**config.mk**
```make
export PLATFORM = sky130hd
export DESIGN_NAME = game_input_ctrl
export DESIGN_NICKNAME = d
export VERILOG_FILES = /design/src/rtl/game_input_pkg.sv /design/src/rtl/game_input_ctrl_switch_debouncer.sv /design/src/rtl/game_input_ctrl.sv
export SDC_FILE = /design/constraint.sdc
export NUM_CORES = 1
export LEC_CHECK = 0
export BUFFER_PORTS_ARGS = -buffer_cell sky130_fd_sc_hd__buf_2
export CAP_MARGIN = 5
export CORE_ASPECT_RATIO = 0.75
export CORE_UTILIZATION = 54
export CTS_CLUSTER_SIZE = 12
export DETAILED_ROUTE_END_ITERATION = 10
export PLACE_DENSITY = 0.79
export SYNTH_ARGS = -nofsm -noshare
export SYNTH_HDL_FRONTEND = slang
export SYNTH_HIERARCHICAL = 1
export SYNTH_SLANG_ARGS = --single-unit
```
**constraint.sdc**
```tcl
create_clock -name clock -period 7.61 [get_ports clock]
set_clock_uncertainty 0.1 [all_clocks]
set_input_delay 1.9025 -clock clock [delete_from_list [all_inputs] [get_ports clock]]
set_output_delay 1.9025 -clock clock [all_outputs]
set_load 0.01 [all_outputs]
```
**src/rtl/game_input_pkg.sv**
```systemverilog
// Shared constants, types and helpers for the multi-player direction input unit.
package game_input_pkg;

  localparam logic [2:0] DIR_NONE  = 3'd0;
  localparam logic [2:0] DIR_UP    = 3'd1;
  localparam logic [2:0] DIR_RIGHT = 3'd2;
  localparam logic [2:0] DIR_DOWN  = 3'd3;
  localparam logic [2:0] DIR_LEFT  = 3'd4;

  localparam logic [7:0] SC_EXT = 8'hE0;
  localparam logic [7:0] SC_BRK = 8'hF0;

  // Rows are players, columns are up, right, down, left.
  localparam logic [7:0] KEYMAP [4][4] = '{
    '{8'h75, 8'h74, 8'h72, 8'h6B},
    '{8'h1D, 8'h23, 8'h1B, 8'h1C},
    '{8'h43, 8'h4B, 8'h42, 8'h3B},
    '{8'h75, 8'h74, 8'h72, 8'h6B}
  };
  localparam logic [3:0] KEY_EXT = 4'b0001;

  localparam int EVT_PLAYER_LSB = 6;
  localparam int EVT_PRESS_BIT  = 5;
  localparam int EVT_DIR_LSB    = 0;

  typedef enum logic [1:0] {
    PS2_IDLE,
    PS2_EXT,
    PS2_BRK,
    PS2_EXT_BRK
  } ps2_state_t;

  typedef struct packed {
    logic       hit;
    logic [1:0] player;
    logic [1:0] bit_idx;
  } key_hit_t;

  function automatic key_hit_t decode_key(input logic ext, input logic [7:0] code);
    key_hit_t k;
    k = '0;
    for (int p = 0; p < 4; p++) begin
      for (int b = 0; b < 4; b++) begin
        if (KEYMAP[p][b] == code && KEY_EXT[p] == ext) begin
          k.hit     = 1'b1;
          k.player  = 2'(p);
          k.bit_idx = 2'(b);
        end
      end
    end
    return k;
  endfunction

  function automatic logic [2:0] priority_dir(input logic [3:0] held);
    if (held[0])      return DIR_UP;
    else if (held[1]) return DIR_RIGHT;
    else if (held[2]) return DIR_DOWN;
    else if (held[3]) return DIR_LEFT;
    else              return DIR_NONE;
  endfunction

  function automatic logic [7:0] make_event(input logic [1:0] player, input logic press,
                                            input logic [2:0] dir);
    logic [7:0] e;
    e = '0;
    e[EVT_PLAYER_LSB +: 2] = player;
    e[EVT_PRESS_BIT]       = press;
    e[EVT_DIR_LSB +: 3]    = dir;
    return e;
  endfunction

endpackage

```
**src/rtl/game_input_ctrl_switch_debouncer.sv**
```systemverilog
// One-bit switch synchroniser plus debouncer: the output follows the input only
// after DEBOUNCE_CYCLES consecutive cycles at the new level.
module switch_debouncer #(
  parameter int DEBOUNCE_CYCLES = 500000
) (
  input  logic clock,
  input  logic reset,
  input  logic sw_raw,
  output logic sw_stable
);

  localparam int CNT_W = $clog2(DEBOUNCE_CYCLES);

  logic             sync1_q;
  logic             sync2_q;
  logic [CNT_W-1:0] cnt_q;

  always_ff @(posedge clock or posedge reset) begin
    if (reset) begin
      sync1_q   <= 1'b0;
      sync2_q   <= 1'b0;
      sw_stable <= 1'b0;
      cnt_q     <= '0;
    end else begin
      sync1_q <= sw_raw;
      sync2_q <= sync1_q;
      if (sync2_q == sw_stable) begin
        cnt_q <= '0;
      end else if (cnt_q == CNT_W'(DEBOUNCE_CYCLES - 1)) begin
        sw_stable <= sync2_q;
        cnt_q     <= '0;
      end else begin
        cnt_q <= cnt_q + 1'b1;
      end
    end
  end

endmodule

```
**src/rtl/game_input_ctrl.sv**
```systemverilog
// Multi-player direction input: PS/2 scancodes and switches merged into held masks,
// scanned into press/release events. Switch path built only with GAME_INPUT_SWITCH_EN.
module game_input_ctrl
  import game_input_pkg::*;
#(
  parameter int NUM_PLAYERS     = 2,
  parameter int DEBOUNCE_CYCLES = 500000,
  parameter int FIFO_DEPTH      = 8
) (
  input  logic                     clock,
  input  logic                     reset,
  input  logic                     ps2_key_pressed,
  input  logic [7:0]               ps2_key_data,
  input  logic [4*NUM_PLAYERS-1:0] sw_dir,
  output logic [3*NUM_PLAYERS-1:0] dir_out,
  output logic                     evt_valid,
  input  logic                     evt_ready,
  output logic [7:0]               evt_data,
  output logic                     overflow,
  input  logic                     overflow_clr
);

  localparam int NBITS  = 4 * NUM_PLAYERS;
  localparam int SCAN_W = $clog2(NBITS);
  localparam int PTR_W  = $clog2(FIFO_DEPTH);

  ps2_state_t       state_q, state_d;
  logic             dec_valid, dec_ext, dec_make;
  key_hit_t         key;
  logic [NBITS-1:0] kbd_q, kbd_d;
  logic [NBITS-1:0] deb_mask;
  logic [NBITS-1:0] combined;
  logic [NBITS-1:0] rep_q;
  logic [2:0]       dir_q [NUM_PLAYERS];

  logic [SCAN_W-1:0] scan_idx;
  logic [1:0]        scan_player, scan_bit;
  logic              scan_diff, scan_press;
  logic [3:0]        held_rest;
  logic [2:0]        cur_dir, scan_code;
  logic [7:0]        evt_new;

  logic [7:0]     fifo_mem [FIFO_DEPTH];
  logic [PTR_W:0] wr_ptr, rd_ptr;
  logic           fifo_empty, fifo_full, pop, push_ok, drop;

  always_ff @(posedge clock or posedge reset) begin
    if (reset) begin
      state_q <= PS2_IDLE;
      kbd_q   <= '0;
    end else begin
      state_q <= state_d;
      kbd_q   <= kbd_d;
    end
  end

  always_comb begin
    state_d   = state_q;
    dec_valid = 1'b0;
    dec_ext   = 1'b0;
    dec_make  = 1'b0;
    if (ps2_key_pressed) begin
      unique case (state_q)
        PS2_IDLE: begin
          if (ps2_key_data == SC_EXT)      state_d = PS2_EXT;
          else if (ps2_key_data == SC_BRK) state_d = PS2_BRK;
          else begin
            dec_valid = 1'b1;
            dec_make  = 1'b1;
          end
        end
        PS2_EXT: begin
          if (ps2_key_data == SC_BRK) state_d = PS2_EXT_BRK;
          else begin
            dec_valid = 1'b1;
            dec_ext   = 1'b1;
            dec_make  = 1'b1;
            state_d   = PS2_IDLE;
          end
        end
        PS2_BRK: begin
          dec_valid = 1'b1;
          state_d   = PS2_IDLE;
        end
        PS2_EXT_BRK: begin
          dec_valid = 1'b1;
          dec_ext   = 1'b1;
          state_d   = PS2_IDLE;
        end
        default: state_d = PS2_IDLE;
      endcase
    end
  end

  // Keys belonging to absent players map past NBITS and so never match.
  always_comb begin
    key   = decode_key(dec_ext, ps2_key_data);
    kbd_d = kbd_q;
    for (int i = 0; i < NBITS; i++) begin
      if (dec_valid && key.hit && {key.player, key.bit_idx} == 4'(i)) kbd_d[i] = dec_make;
    end
  end

`ifdef GAME_INPUT_SWITCH_EN
  for (genvar i = 0; i < NBITS; i++) begin : g_deb
    switch_debouncer #(.DEBOUNCE_CYCLES(DEBOUNCE_CYCLES)) u_deb (
      .clock     (clock),
      .reset     (reset),
      .sw_raw    (sw_dir[i]),
      .sw_stable (deb_mask[i])
    );
  end
`else
  logic unused_cfg;
  assign deb_mask   = '0;
  assign unused_cfg = ^{sw_dir, 32'(DEBOUNCE_CYCLES)};
`endif

  assign combined = kbd_q | deb_mask;

  always_comb begin
    scan_player = 2'(scan_idx >> 2);
    scan_bit    = scan_idx[1:0];
    scan_diff   = combined[scan_idx] != rep_q[scan_idx];
    scan_press  = combined[scan_idx];
    scan_code   = {1'b0, scan_bit} + 3'd1;
    held_rest   = '0;
    cur_dir     = DIR_NONE;
    for (int p = 0; p < NUM_PLAYERS; p++) begin
      if (scan_player == 2'(p)) begin
        held_rest = rep_q[4*p +: 4];
        cur_dir   = dir_q[p];
      end
    end
    held_rest[scan_bit] = 1'b0;
    evt_new = make_event(scan_player, scan_press, scan_code);
  end

  // The reported mask tracks the combined mask even when the event is dropped.
  always_ff @(posedge clock or posedge reset) begin
    if (reset) begin
      scan_idx <= '0;
      rep_q    <= '0;
      for (int p = 0; p < NUM_PLAYERS; p++) dir_q[p] <= DIR_NONE;
    end else begin
      scan_idx <= (scan_idx == SCAN_W'(NBITS - 1)) ? '0 : scan_idx + 1'b1;
      if (scan_diff) begin
        rep_q[scan_idx] <= scan_press;
        for (int p = 0; p < NUM_PLAYERS; p++) begin
          if (scan_player == 2'(p)) begin
            if (scan_press)                dir_q[p] <= scan_code;
            else if (cur_dir == scan_code) dir_q[p] <= priority_dir(held_rest);
          end
        end
      end
    end
  end

  for (genvar p = 0; p < NUM_PLAYERS; p++) begin : g_dir
    assign dir_out[3*p +: 3] = dir_q[p];
  end

  assign fifo_empty = (wr_ptr == rd_ptr);
  assign fifo_full  = (wr_ptr[PTR_W] != rd_ptr[PTR_W]) &&
                      (wr_ptr[PTR_W-1:0] == rd_ptr[PTR_W-1:0]);
  assign evt_valid  = !fifo_empty;
  assign evt_data   = fifo_empty ? 8'h00 : fifo_mem[rd_ptr[PTR_W-1:0]];
  assign pop        = evt_valid & evt_ready;
  assign push_ok    = scan_diff && (!fifo_full || pop);
  assign drop       = scan_diff && fifo_full && !pop;

  always_ff @(posedge clock or posedge reset) begin
    if (reset) begin
      wr_ptr   <= '0;
      rd_ptr   <= '0;
      overflow <= 1'b0;
    end else begin
      if (push_ok) wr_ptr <= wr_ptr + 1'b1;
      if (pop)     rd_ptr <= rd_ptr + 1'b1;
      if (drop)              overflow <= 1'b1;
      else if (overflow_clr) overflow <= 1'b0;
    end
  end

  always_ff @(posedge clock) begin
    if (push_ok) fifo_mem[wr_ptr[PTR_W-1:0]] <= evt_new;
  end

endmodule

```
==> results.txt, run 1 <==
Met1 Track Usage GR = 0.308
Setup CP Type = reg2out
Max Cap Viol = 0
Buf+Inv Stages, Crit Path = 1
Non-filler cells in the finished layout = 453
Gr busiest metal = met2
Rel. slew slack = 0.155
Fin. max-slew vios = 0
# fillers = 603
H-tree lvl count = 3
RSZ-0062 raised after global routing = false
GPL Wtd Cong = 0.901
Global-route wire length before repair = 12700 um
Chip width = 102 um
Routed wire length = 7900 um
Via count = 2663
Starting Density = 0.556
Area contributors post-synth = edfxtp_1, dfrtp_1, mux4_2
Slowest-stage cell, CP = dfrtp_1
Critical Path AT = 2350 ps
Final worst path period share = 0.573
Avg Cell Area, Syn = 12.3 um2
I/O Buffers = 25
Seq cells post-synth = 76
Final count of hold timing violations = 0
Antenna violations before repair = 0
Multi-input gate area = 0.00177 mm2
Pleak = 1.71 nW
Peak Freq = 230 MHz
Placed Cells = 437
Worst path max stage delay = 870 ps
Vias in the first global route = 2543
EDFF count, synth = 40
Count leader, synth = edfxtp_1
Resized cells post-CTS = 0
Outcome = completed
Antenna diodes = 0
Die footprint = 0.00791 mm2
VDD IR-drop max = 118 uV
Startpoint Class = flip-flop
CTS buffer count = 9
Final setup TNS = 0 ps
Post-CTS setup buffer count = 0
Count of cell types in the netlist = 62
Longest Clk Path Bufs = 2
Min cycle time layout = 4360 ps
Synth top area share = 0.294
Number of core rows = 27
Critical path capture point type = output pin
Post-route ant nets = 0
Gr usage total = 0.216
DRC = 0
Worst-path cell chain = xor2_1, nor3_2, and2_1, nor2_1, buf_2
Largest net degree at the start of global routing = 37
Async SR Flop Fraction = 0.474
Syn. warnings = 6
Clock transition at path regs = 80 ps
Worst-path fanout max = 14
CTS Hold Bufs = 0
Register area = 0.00210 mm2
CP Data Required Time = 5610 ps
TritonCTS clock tree = done
Pwr dens = 257 mW/mm2
Register area share after synthesis = 0.515
Root Driver = clkbuf_8
Synthesized cell area = 0.00408 mm2
Die Ht = 77.3 um
Met3 Track Usage GR = 0.0638
WL per Instance = 17.4 um
Share of layout cells above drive strength 1 = 0.219
1st-iter DRT viols = 272
Crit path max-delay family = flip-flops
Top Ports = 37
Top post-synthesis cells by count = edfxtp_1, dfrtp_1, nor2_1
Fin nets = 375
Ys flop type = edfxtp_1
Placed wire-length estimate = 5440 um
Largest area contributor in the netlist = edfxtp_1
Grt total ovfl = 0
P&R area growth vs syn = 7.36%
Core ar. = 0.00733 mm2
Worst min path class = reg2reg
Final setup violation count = 0
Clk_lat worst skew = 340 ps
Worst Tran Pin Value = 1250 ps
Mapped Cells = 331
Met2 usage = 0.322
Via/cell ratio = 5.88
DR pass1 iterations = 4
Clk sink count = 76
routing by layer:
metal,wire (um),vias to the layer above
met5,0,-
met4,84,0
met3,330,10
met2,3740,70
met1,3750,1326
li1,-,1257
area by class of cell:
class,instances,area share
clock buffer,10,0.0291
clock inverter,6,0.0146
inverter,12,0.0103
multi-input combinational,221,0.405
sequential,76,0.480
tap,101,0.0289
timing repair buffer,27,0.0320
path summary, 6_finish.rpt:
path / slack (ps) / end / start / cells after the start
max: 3250 / evt_data[0] / rd_ptr[0] / 5
min: 390 / wr_ptr[3] / wr_ptr[3] / 1
max reg2reg: 3590 / fifo_mem[2][4] / scan_idx[1] / 5
min reg2reg: 390 / wr_ptr[3] / wr_ptr[3] / 1
max in group asynchronous: 5530 / overflow / reset / 3
min in group asynchronous: 1550 / dir_out[0] / reset / 3
metrics by stage:
stage / setup slack (ps) / instance area, um2 / hold WS, ps / total power [mW] / utilization
floorplan: 4010 / 4090 / 357 / 0.757 / -
global placement: 3410 / 4190 / 376 / 0.822 / 0.571
detailed placement: 3240 / 4190 / 381 / 0.836 / 0.571
CTS: 3190 / 4380 / 392 / 1.14 / 0.597
global route: 3040 / 4380 / 416 / 1.19 / 0.597
finish: 3250 / 4380 / 389 / 1.13 / 0.597
flip-flops by register name, indices dropped and copies added (netlist names):
| name | count |
|---|---|
| fifo_mem | 40 |
| rep_q | 8 |
| dir_out | 6 |
| wr_ptr | 4 |
| combined | 8 |
| scan_idx | 3 |
| state_q | 2 |
| rd_ptr | 4 |
| overflow | 1 |
where the power goes:
part / total (mW) / internal [mW] / switching [mW]
sequential: 0.548 / 0.462 / 0.0859
clock: 0.300 / 0.152 / 0.148
combinational: 0.278 / 0.154 / 0.124
logic make-up after synthesis:
family,after synthesis,share of synthesized area
AND/OR/NAND/NOR,106,0.140
flip-flops,76,0.515
AO/OA/AOI/OAI,46,0.0929
multiplexers,45,0.148
buffers and inverters,36,0.0515
XOR/XNOR,14,0.0301
adder cells (fa/ha/maj),7,0.0215
other,1,0.000919
cells in the final DEF (no fill, tap or decap), types with 5 or more instances in the layout:
cell      instances
a21oi_1           8
a221oi_1          6
buf_2            25
clkbuf_8          9
dfrtp_1          36
edfxtp_1         40
ha_1              7
inv_1            11
mux2_2           10
mux2i_1          20
mux4_2           10
nand2_1          19
nand2b_1          5
nand3_1          13
nor2_1           32
nor3_1            5
xnor2_1           8
xor2_1            6
Note: power is estimated with default switching activity, not from simulation.
==> run 2, diff against run 1 <==
--- a/config.mk
+++ b/config.mk
@@ -11,7 +11,7 @@
 export CORE_UTILIZATION = 54
 export CTS_CLUSTER_SIZE = 12
 export DETAILED_ROUTE_END_ITERATION = 10
-export PLACE_DENSITY = 0.79
+export PLACE_DENSITY = 0.82
 export SYNTH_ARGS = -nofsm -noshare
 export SYNTH_HDL_FRONTEND = slang
 export SYNTH_HIERARCHICAL = 1
==> constraint.sdc (replaced) <==
create_clock -name clock -period 4 [get_ports clock]
set_clock_uncertainty 0.1 [all_clocks]
set_input_delay 1 -clock clock [delete_from_list [all_inputs] [get_ports clock]]
set_output_delay 1 -clock clock [all_outputs]
set_load 0.01 [all_outputs]
==> run 2 against run 1 <==
Clock power up 110%. Critical path type is now reg2reg. Power increased by 97%. Critical path depth unchanged.
==> results.txt, run 2 (synthesized netlist as in run 1, its figures left out) <==
Pwr dens = 499 mW/mm2 (+94%)
H-tree lvl count = 3 (unchanged)
P_sw = 0.686 mW (+92%)
Via count = 2679 (+0.60%)
Rel. slew slack = 0.227 (+0.0710)
Slowest-stage cell, CP = nor4b_1
Final count of hold timing violations = 0 (unchanged)
Post-CTS setup buffer count = 0 (unchanged)
Crit path depth = 5 (unchanged)
Fin. max-slew vios = 0 (unchanged)
Multi-input gate area = 0.00177 mm2 (unchanged)
Final worst path period share = 0.862
Most frequent cells in the layout = edfxtp_1, dfrtp_1, nor2_1
Setup CP Type = reg2reg
Root Driver = clkbuf_8
Critical path capture point type = flip-flop
Register area = 0.00210 mm2 (unchanged)
GPL Wtd Cong = 0.896 (-0.55%)
Clock power frac = 0.289 (+0.022)
Longest Clk Path Bufs = 2 (unchanged)
P&R area growth vs syn = 8.99%
Outcome = completed
Clk_lat worst skew = 340 ps (about the same)
Pleak = 1.75 nW (+2.3%)
Critical Path AT = 3320 ps (+970 ps)
DP Worst Slack = 524 ps (-2720 ps)
Post-route ant nets = 0 (unchanged)
Share of layout cells above drive strength 1 = 0.235 (+0.0165)
Placed Cells = 441 (+0.92%)
Max FFs per register = 40 (unchanged)
I/O Buffers = 25 (unchanged)
Routed wire length = 7910 um (+0.16%)
Final core area utilization = 0.606 (+0.00904)
Chip width = 102 um (unchanged)
RSZ-0062 raised after global routing = false
DR pass1 iterations = 4 (unchanged)
Total power = 2.22 mW (+97%)
Power Internal = 1.53 mW (+100%)
Hold path depth = 1 (unchanged)
Min cycle time layout = 3450 ps
Non-filler cells in the finished layout = 458 (+1.1%)
Hold slack = 393 ps (+4.30 ps)
Reg power frac = 0.457 (-0.030)
DRC = 0 (unchanged)
Antenna violations before repair = 0 (unchanged)
Worst min path class = reg2reg
Largest net degree at the start of global routing = 28 (-24%)
WL per Instance = 17.3 um (-0.93%)
Worst-path fanout max = 20 (+6)
Setup ws final = 552 ps (-2700 ps)
Buf+Inv Stages, Crit Path = 0 (-1)
Core ar. = 0.00733 mm2 (unchanged)
Gr usage total = 0.219 (+0.00324)
CTS Hold Bufs = 0 (unchanged)
Grt total ovfl = 0 (unchanged)
Clock transition at path regs = 80 ps (about the same)
Worst path max stage delay = 1000 ps (+130 ps)
Worst Tran Pin Value = 1140 ps (-105 ps)
TritonCTS clock tree = done
Max Cap Viol = 0 (unchanged)
Crit path max-delay family = simple AND/OR/NAND/NOR gates
Die Ht = 77.3 um (unchanged)
Placed wire-length estimate = 5450 um (+0.34%)
Global-route wire length before repair = 12900 um (+1.7%)
Resized cells post-CTS = 0 (unchanged)
CP Data Required Time = 3870 ps (-1740 ps)
Final setup TNS = 0 ps (unchanged)
VDD IR-drop max = 216 uV (+83%)
# fillers = 606 (+0.50%)
Starting Density = 0.556 (unchanged)
Final setup violation count = 0 (unchanged)
Most common cell after layout, fill and taps aside = edfxtp_1
Number of core rows = 27 (unchanged)
Top Ports = 37 (unchanged)
FF-to-FF path depth = 5 (unchanged)
Via/cell ratio = 5.85 (-0.50%)
Fin nets = 380 (+1.3%)
Startpoint Class = flip-flop
CTS buffer count = 9 (unchanged)
Vias in the first global route = 2572 (+1.1%)
Switching Share = 0.309 (-0.00880)
Antenna diodes = 0 (unchanged)
Die footprint = 0.00791 mm2 (unchanged)
Gate power share = 0.254 (+0.007)
Final Cell Area = 0.00445 mm2 (+1.5%)
1st-iter DRT viols = 140 (-49%)
Worst-path cell chain = mux2_2, o22ai_2, o2bb2a_4, mux2i_1, nor4b_1
Clk sink count = 76 (unchanged)
Post-placement cell area = 0.00422 mm2 (+0.72%)
Peak Freq = 290 MHz
==> run 2: changes by cell type in the layout (fill, tap and decap cells not counted) <==
cell and delta:
clkbuf_1 -1, clkbuf_2 +1, clkinv_4 +2, buf_4 +4, inv_6 -1, clkinv_1 -1
bufinv_16 +1
==> run 2: cell type report <==
class,count,area share
sequential,76,0.473
multi-input combinational,221,0.399
timing repair buffer,32,0.0394
tap,101,0.0284
clock buffer,9,0.0279
clock inverter,7,0.0222
inverter,12,0.0101
==> run 2: metal layers <==
layer,share of wire,track usage,wire [um]
met4,0.0044,0.0514,35
met3,0.061,0.0538,480
met2,0.49,0.345,3880
met5,0,0,0
met1,0.44,0.305,3520
==> run 2: worst reg2reg max path, stage by stage (launching register included) <==
cell and delay (ps):
dfrtp_1 850, mux2_2 430, o22ai_2 290, o2bb2a_4 160
mux2i_1 240, nor4b_1 1000
==> run 2: final timing paths <==
| path | start | endpoint | slack [ps] |
|---|---|---|---|
| min in group asynchronous | reset | combined[4] | 800 |
| worst max register to register | scan_idx[1] | fifo_mem[2][1] | 550 |
| worst min register to register | rd_ptr[3] | rd_ptr[3] | 390 |
| worst max-delay path | scan_idx[1] | fifo_mem[2][1] | 550 |
| worst min-delay path | rd_ptr[3] | rd_ptr[3] | 390 |
| max in group asynchronous | reset | dir_out[4] | 2280 |
==> run 2: power groups by stage <==
stage | logic, mW | registers, mW | clock network [mW]
after CTS | 0.574 | 1.02 | 0.659
final | 0.562 | 1.01 | 0.641
after floorplan | 0.494 | 0.946 | 0
after detailed placement | 0.569 | 1.03 | 0
after global placement | 0.548 | 1.03 | 0
after global routing | 0.623 | 1.03 | 0.689
==> run 3, diff against run 2 <==
--- a/config.mk
+++ b/config.mk
@@ -12,6 +12,7 @@
 export CTS_CLUSTER_SIZE = 12
 export DETAILED_ROUTE_END_ITERATION = 10
 export PLACE_DENSITY = 0.82
+export RECOVER_POWER = 100
 export SYNTH_ARGS = -nofsm -noshare
 export SYNTH_HDL_FRONTEND = slang
 export SYNTH_HIERARCHICAL = 1
==> run 3 against run 2 <==
Routed wire length is 0.53% higher. First-iteration DRC count shrank 19%. Critical path depth did not move. Die area is the same. Power fell by 1.6%.
==> results.txt, run 3 (synthesized netlist as in run 1, its figures left out) <==
Starting Density = 0.556 (unchanged)
Post-placement cell area = 0.00422 mm2 (unchanged)
Worst min path class = reg2reg
Peak Freq = 282 MHz (-2.7%)
WL per Instance = 17.4 um (+0.53%)
Via count = 2703 (+0.90%)
WHS Endpoint = rd_ptr[3]
Most frequent cells in the layout = edfxtp_1, dfrtp_1, nor2_1
CP Data Required Time = 3870 ps (about the same)
Final Cell Area = 0.00435 mm2 (-2.1%)
Die footprint = 0.00791 mm2 (unchanged)
Worst path max stage delay = 980 ps (-20 ps)
Share of layout cells above drive strength 1 = 0.154 (-0.0812)
Reg-to-reg startpoint = scan_idx[1]
GPL Wtd Cong = 0.896 (unchanged)
Vias in the first global route = 2572 (unchanged)
Number of core rows = 27 (unchanged)
Antenna violations before repair = 0 (unchanged)
Non-filler cells in the finished layout = 458 (unchanged)
Critical Path AT = 3410 ps (+90 ps)
Critical path capture point type = flip-flop
Worst Tran Pin Value = 1140 ps (-8.13 ps)
Top Ports = 37 (unchanged)
Most common cell after layout, fill and taps aside = edfxtp_1
Final worst path period share = 0.885 (+0.0235)
Via/cell ratio = 5.90 (+0.90%)
Min cycle time layout = 3540 ps (+93.9 ps)
Startpoint Class = flip-flop
Final core area utilization = 0.594 (-0.0125)
Slowest-stage cell, CP = nor4b_1
Hold slack = 393 ps (-0.332 ps)
Chip width = 102 um (unchanged)
Placed Cells = 441 (unchanged)
Grt total ovfl = 0 (unchanged)
1st-iter DRT viols = 113 (-19%)
CTS buffer count = 9 (unchanged)
Post-CTS setup buffer count = 0 (unchanged)
Fin nets = 380 (unchanged)
Routed wire length = 7950 um (+0.53%)
Die Ht = 77.3 um (unchanged)
CTS Hold Bufs = 0 (unchanged)
Worst-path cell chain = mux2_2, o22ai_1, o2bb2a_1, mux2i_1, nor4b_1
Longest Clk Path Bufs = 2 (unchanged)
Pwr dens = 501 mW/mm2 (+0.43%)
Rel. slew slack = 0.236 (+0.00918)
Pleak = 1.66 nW (-5.3%)
Post-route ant nets = 0 (unchanged)
Setup ws final = 458 ps (-93.9 ps)
Fin. max-slew vios = 0 (unchanged)
Root Driver = clkbuf_8
Max Cap Viol = 0 (unchanged)
Outcome = completed
H-tree lvl count = 3 (unchanged)
Gr usage total = 0.219 (unchanged)
RSZ-0062 raised after global routing = false
Final setup violation count = 0 (unchanged)
I/O Buffers = 25 (unchanged)
DP Worst Slack = 524 ps (unchanged)
Worst hold start = rd_ptr[3]
FF-to-FF End = fifo_mem[2][1]
Setup CP Type = reg2reg
Hold path depth = 1 (unchanged)
Worst-path fanout max = 20 (unchanged)
DRC = 0 (unchanged)
DR pass1 iterations = 4 (unchanged)
Clock transition at path regs = 80 ps (about the same)
P&R area growth vs syn = 6.75%
Final setup TNS = 0 ps (unchanged)
Core ar. = 0.00733 mm2 (unchanged)
Total power = 2.18 mW (-1.6%)
VDD IR-drop max = 213 uV (-1.4%)
Clk sink count = 76 (unchanged)
Largest net degree at the start of global routing = 28 (unchanged)
Resized cells post-CTS = 0 (unchanged)
Antenna diodes = 0 (unchanged)
Max FFs per register = 40 (unchanged)
TritonCTS clock tree = done
# fillers = 625 (+3.1%)
Placed wire-length estimate = 5450 um (unchanged)
Global-route wire length before repair = 12900 um (unchanged)
Final count of hold timing violations = 0 (unchanged)
Clk_lat worst skew = 340 ps (about the same)
R2r setup slk = 460 ps (-90 ps)
FF-to-FF path depth = 5 (unchanged)
==> run 3: critical path, delay by kind of cell, from the launching register on <==
kind               cells  cell delay (ps)
AOI/OAI and AO/OA      2              580
and+or+nand+nor        1              980
DFF                    1              850
muxes                  2              660
==> run 3: routing by layer <==
| layer | track usage | part of all wire | up-vias |
|---|---|---|---|
| met3 | 0.0538 | 0.065 | 11 |
| met1 | 0.305 | 0.43 | 1332 |
| met2 | 0.345 | 0.49 | 93 |
| met5 | 0 | 0 | - |
| met4 | 0.0514 | 0.0098 | 0 |
| li1 | - | - | 1267 |
==> run 3: worst max-delay path by stage <==
stage,startpoint,end,slack [ps],cells after the start
after floorplan,ps2_key_data[4],combined[7],1300,7
after global placement,scan_idx[1],fifo_mem[4][4],590,5
after detailed placement,scan_idx[1],fifo_mem[4][4],520,5
after CTS,scan_idx[1],fifo_mem[4][0],490,5
after global routing,scan_idx[1],fifo_mem[2][1],180,5
final,scan_idx[1],fifo_mem[2][1],460,5
==> run 3: where the power goes <==
group	internal [mW]	total (mW)	switching [mW]
registers	0.879	1.02	0.136
clock network	0.354	0.641	0.287
logic	0.272	0.527	0.255
total	1.51	2.18	0.677
==> run 3: final cells by class <==
cell class | count | area (um2) | share of cell area
sequential | 76 | 2100 | 0.483
inverter | 12 | 45.0 | 0.0103
clock buffer | 9 | 124 | 0.0284
timing repair buffer | 32 | 138 | 0.0316
multi-input combinational | 221 | 1720 | 0.395
tap | 101 | 126 | 0.0290
clock inverter | 7 | 98.8 | 0.0227
